--- src/rtl/jt51_timer_regs.sv ---
// Host-side timer register file for the JT51: address/data write port, timer
// start values, control bits, status byte and CSM key-on. JT51_TIMER_REGS_BUSY_EN adds the write-busy counter.
module jt51_timer_regs (
    input  logic       clk,
    input  logic       rst,
    input  logic       cen,
    input  logic       cs_n,
    input  logic       wr_n,
    input  logic       a0,
    input  logic [7:0] din,
    output logic [7:0] dout,
    input  logic       flag_A,
    input  logic       flag_B,
    input  logic       overflow_A,
    output logic [9:0] value_A,
    output logic [7:0] value_B,
    output logic       load_A,
    output logic       load_B,
    output logic       enable_irq_A,
    output logic       enable_irq_B,
    output logic       clr_flag_A,
    output logic       clr_flag_B,
    output logic       csm_keyon,
    output logic       busy
);

    logic [7:0] addr;
    logic       csm_en;
    logic       wr_last;
    logic       ov_last;
    logic       wr_cond;
    logic       write;

    // A strobe held low for many cycles must produce a single write.
    assign wr_cond = !cs_n && !wr_n;
    assign write   = wr_cond && !wr_last;

    always_ff @(posedge clk, posedge rst) begin
        if (rst) begin
            addr         <= 8'd0;
            value_A      <= 10'd0;
            value_B      <= 8'd0;
            load_A       <= 1'b0;
            load_B       <= 1'b0;
            enable_irq_A <= 1'b0;
            enable_irq_B <= 1'b0;
            csm_en       <= 1'b0;
            clr_flag_A   <= 1'b0;
            clr_flag_B   <= 1'b0;
            csm_keyon    <= 1'b0;
            wr_last      <= 1'b0;
            ov_last      <= 1'b0;
        end else begin
            wr_last    <= wr_cond;
            ov_last    <= overflow_A;
            clr_flag_A <= 1'b0;
            clr_flag_B <= 1'b0;
            // csm_en here is the pre-write value when a write lands on the same edge
            csm_keyon  <= overflow_A && !ov_last && csm_en;
            if (write) begin
                if (!a0) begin
                    addr <= din;
                end else begin
                    case (addr)
                        8'h10: value_A[9:2] <= din;
                        8'h11: value_A[1:0] <= din[1:0];
                        8'h12: value_B      <= din;
                        8'h14: begin
                            load_A       <= din[0];
                            load_B       <= din[1];
                            enable_irq_A <= din[2];
                            enable_irq_B <= din[3];
                            clr_flag_A   <= din[4];
                            clr_flag_B   <= din[5];
                            csm_en       <= din[7];
                        end
                        default: ;
                    endcase
                end
            end
        end
    end

`ifdef JT51_TIMER_REGS_BUSY_EN
    logic [4:0] busy_cnt;

    // busy stays high for 32 cen ticks after the most recent data write
    always_ff @(posedge clk, posedge rst) begin
        if (rst) begin
            busy     <= 1'b0;
            busy_cnt <= 5'd0;
        end else if (write && a0) begin
            busy     <= 1'b1;
            busy_cnt <= 5'd31;
        end else if (busy && cen) begin
            if (busy_cnt == 5'd0) busy <= 1'b0;
            else                  busy_cnt <= busy_cnt - 5'd1;
        end
    end
`else
    assign busy = 1'b0;
`endif

    always_ff @(posedge clk, posedge rst) begin
        if (rst) dout <= 8'd0;
        else     dout <= {busy, 5'b0, flag_B, flag_A};
    end

endmodule

--- config.mk ---
export PLATFORM = sky130hd
export DESIGN_NAME = jt51_timer_regs
export DESIGN_NICKNAME = d
export VERILOG_FILES = /design/src/rtl/jt51_timer_regs.sv
export SDC_FILE = /design/constraint.sdc
export NUM_CORES = 1
export LEC_CHECK = 0
export CAP_MARGIN = 30
export CORE_MARGIN = 2
export CORE_UTILIZATION = 47
export CTS_BUF_LIST = sky130_fd_sc_hd__clkbuf_8
export CTS_CLUSTER_SIZE = 12
export DETAILED_ROUTE_END_ITERATION = 7
export PLACE_DENSITY = 0.79
export SLEW_MARGIN = 0
export SYNTH_ARGS = -nofsm -noshare
export SYNTH_HDL_FRONTEND = slang
export SYNTH_SLANG_ARGS = --single-unit
export TNS_END_PERCENT = 5
--- constraint.sdc ---
create_clock -name clk -period 2.1 [get_ports clk]
set_input_delay 0.42 -clock clk [delete_from_list [all_inputs] [get_ports clk]]
set_output_delay 0.42 -clock clk [all_outputs]
set_load 0.01 [all_outputs]
# After elaboration in Yosys (flattened, before gate mapping)
# Index checks and enable logic that the tools add are counted.
[totals]
wordCells = 39
out_inout_bits = 34
inputBits = 17
register_bits = 38
[op_classes]
n_mux = 6
bitwise = 1
reduce_logical = 13
eq_ne = 4
[ops]
columns = ["operator", "n"]
rows = [
  ["8-bit by 5-bit equality test with 1-bit output (second input constant)", 4],
  ["3-bit AND reduction", 4],
  ["1-bit 2-to-1 mux", 6],
  ["1-bit logical AND", 4],
  ["1-bit logical NOT", 4],
  ["2-bit AND reduction", 1],
  ["1-bit NOT", 1],
]

# Depth between registers and ports, before layout
[depth]
ltp_word = 4
depth_mapped = 4
depth_no_buf = 3

# Least setup slack after synthesis
# OpenSTA, ideal clock, no wires.
[synth_timing]
path_kind = "reg-to-reg"
start = "register addr[7]"
end = "register csm_en"
path_slack_ns = 0.473
n_path_buf = 1
synth_period_minus_slack_ns = 1.627
stages_incl_launch_ff = 5
arrival_ns = 1.502
setup_time_ns = 0.125
required_ns = 1.975
path_cell_list = "dfrtp_1 nor4b_4 and4b_1 buf_6 mux2_4"
[synth_between]
elab_chain_len = 2
[synth_rtl]
columns = ["element", "line", "source"]
rows = [
  ["start, declared", "27", "logic [7:0] addr;"],
  ["start signal, assigned", "62", "addr <= din;"],
  ["8-bit by 5-bit equality test with 1-bit output", "64", "case (addr)"],
  ["3-bit AND reduction (no line)", "--", ""],
  ["end signal, assigned", "75", "csm_en <= din[7];"],
  ["end, declared", "28", "logic csm_en;"],
]
# No other way between the ends.
# A chain may end at the register's enable or synchronous reset.

# Final worst setup path
[layout_timing]
start = "input port wr_n"
end = "register load_A"
[layout_between]
elab_chain_len = 4
[layout_rtl]
columns = ["element", "line", "source"]
rows = [
  ["start, declared", "8", "input logic wr_n,"],
  ["1-bit logical NOT", "35", "assign wr_cond = !cs_n && !wr_n;"],
  ["1-bit logical AND", "35", ""],
  ["1-bit logical AND", "36", "assign write = wr_cond && !wr_last;"],
  ["3-bit AND reduction (no line)", "--", ""],
  ["end signal, assigned", "69", "load_A <= din[0];"],
  ["end, declared", "17", "output logic load_A,"],
]
# No other way between the ends.

==> impl_metrics.json <==
{
  "synth.largest_area_cell": "dfrtp_1",
  "cp.required_ns": 2.27,
  "vias": 969,
  "worst_r2r_path_depth": 4,
  "ioPinCount": 51,
  "grt.total_usage_pct": 17.8,
  "hold_viol_final": 0,
  "cts_resized": 0,
  "place_area_sq_um": 2100,
  "finalPower_mw": 1.59,
  "grt_max_degree": 39,
  "grt_pass1_vias": 1047,
  "synthCells": 96,
  "final_common_cell": "clkdlybuf4s50_1",
  "fp.dieH_microns": 62.3,
  "syn2layout_area_growth_pct": 37.3,
  "p_leak_nw": 1.06,
  "place.gp.congestion": 0.734,
  "grt_pass1_wl_mm": 5.14,
  "synthDistinctLibCells": 21,
  "finClkSkew_ns": 0.00565,
  "end_kind": "flop",
  "tritoncts": "built",
  "dp.cells": 191,
  "antenna-diode-count": 0,
  "r2r_end": "load_A",
  "ctsHoldBuffers": 0,
  "die_x_microns": 62.3,
  "nNetsFinal": 169,
  "antenna_found_initial": 0,
  "synthTopCellsByArea": "dfrtp_1 60%, mux2_1 18%, mux2_4 4.7%",
  "ant_nets": 0,
  "cp_data_arrival_time_ns": 2.09,
  "cp-startpoint": "wr_n",
  "crit-reg2reg-launch": "wr_last",
  "clockRootBuffer": "clkbuf_8",
  "ir_drop_uv": 475,
  "die-area_sq_um": 3880,
  "synth-main-ff-cell": "dfrtp_1",
  "core_area_sq_um": 3310,
  "cts.sinks": 38,
  "syn-cell-area_sq_um": 1600,
  "ys_seq_area_share_pct": 59.5,
  "min_from": "value_B[5]",
  "setup_viol": 0,
  "max_freq_mhz": 522,
  "critPathKind": "in2reg",
  "synth_edf_count": 0,
  "clock_latency_ns": 0.29,
  "hold-path-endpoint": "value_B[5]",
  "wl_mm": 3.05,
  "numCtsBuffers": 5,
  "instances_no_fill": 199,
  "gr-total-overflow": 0,
  "post-dp-hpwl_mm": 2.23,
  "p_per_area_nw_per_um2": 725,
  "fin_util_pct": 66.3,
  "clk_pin_slew_ns": 0.07,
  "ys_seq_elements": 38,
  "std_cell_rows": 21,
  "syn_avg_cell_area_sq_um": 16.6,
  "drt_iter0_markers": 15,
  "synth.top_cell.area_share_pct": 59.5,
  "hold_path_depth": 1,
  "crit_fanout": 3,
  "drive_gt1_share_pct": 19.0,
  "period_minus_slack_ns": 1.91,
  "stdcell_area_sq_um": 2190,
  "drt-pass1-iter-count": 2,
  "wire_per_inst_microns": 15.3,
  "htreeDepth": 2,
  "outcome": "finished clean",
  "cts_setup_buffers": 0,
  "start_util_pct": 48.3,
  "via_per_inst": 4.87,
  "worstSetupStartpointType": "primary input",
  "finalCritPeriodShare_pct": 91.2,
  "drc": 0,
  "most-common-layout-cells": "42 x clkdlybuf4s50_1, 38 x dfrtp_1, 25 x mux2_1, 9 x buf_4, 7 x conb_1",
  "hold_ws_ns": 0.495,
  "maxCapViolCount": 0,
  "r2r_slack_ns": 0.44,
  "clockBufferDepth": 2,
  "drv_slew": 0,
  "rsz0062_at_grt": "false",
  "async_flop_share_pct": 100,
  "yosys_warnings": 0,
  "portBuffers": 42,
  "worstHoldPathType": "reg2reg"
}
## state kept, by name, indices dropped and copies added (netlist names)
| name | count |
|---|---|
| addr | 8 |
| clr_flag_A | 1 |
| clr_flag_B | 1 |
| csm_en | 1 |
| csm_keyon | 1 |
| dout | 2 |
| enable_irq_A | 1 |
| enable_irq_B | 1 |
| load_A | 1 |
| load_B | 1 |
| ov_last | 1 |
| value_A | 10 |
| value_B | 8 |
| wr_last | 1 |
## per-stage QoR
stage / setup slack [ns] / setup TNS, ns
floorplan: 0.473 / 0
CTS: 0.182 / 0
global route: 0.110 / 0
detailed placement: -0.107 / -0.994
global placement: -0.0519 / -0.218
finish: 0.186 / 0
## synth_stat cells (2+ instances only)
library cell	count
and3b_1	2
mux2_1	25
nor4_4	2
nor2b_1	2
buf_4	7
mux2_4	5
dfrtp_1	38
and2_1	2
## cell families (layout without fill, tap and decap cells)
group	count (synthesis)	count (layout)	synth area share [%]
buffers and inverters	9	60	4.23
DFF	38	38	59.5
muxes	31	31	23.0
other	1	7	0.235
and+or+nand+nor	17	17	13.0
## how the worst max path moves through the flow
stage / cells past startpoint / endpoint / slack [ns]
3_3_place_gp: 5 / enable_irq_A / -0.05
3_5_place_dp: 5 / load_B / -0.11
5_1_grt: 5 / load_A / 0.11
2_1_floorplan: 4 / csm_en / 0.47
6_report: 5 / load_A / 0.19
4_1_cts: 5 / load_A / 0.18
## report_power, final
group | switching (mW) | total, mW | internal, mW
sequential | 0.0580 | 0.854 | 0.796
combinational | 0.0970 | 0.238 | 0.141
clock | 0.238 | 0.498 | 0.260
total | 0.394 | 1.59 | 1.20
## worst max-delay path, cell delays in order
cell and delay, ns:
clkdlybuf4s50_1 0.50, nor4_4 0.42, and4b_1 0.29, buf_4 0.15, mux2_4 0.29
## final cells by class
type / instances / area [sq um]
fillers: 257 / 1120
well taps: 46 / 57.6
repair buffers: 51 / 488
inverters: 1 / 3.75
clock buffers: 6 / 82.6
multi-input cells: 55 / 602
flip-flops and latches: 38 / 951
clock inverters: 2 / 8.76
## routing by layer
metal / up-vias / track usage (%) / routed length [microns]
met3: 6 / 7.43 / 198
met5: - / 0 / 0
met2: 36 / 28.8 / 1550
li1: 442 / - / -
met1: 485 / 21.3 / 1250
met4: 0 / 6.94 / 61
Power figures use the tool's default switching activity.
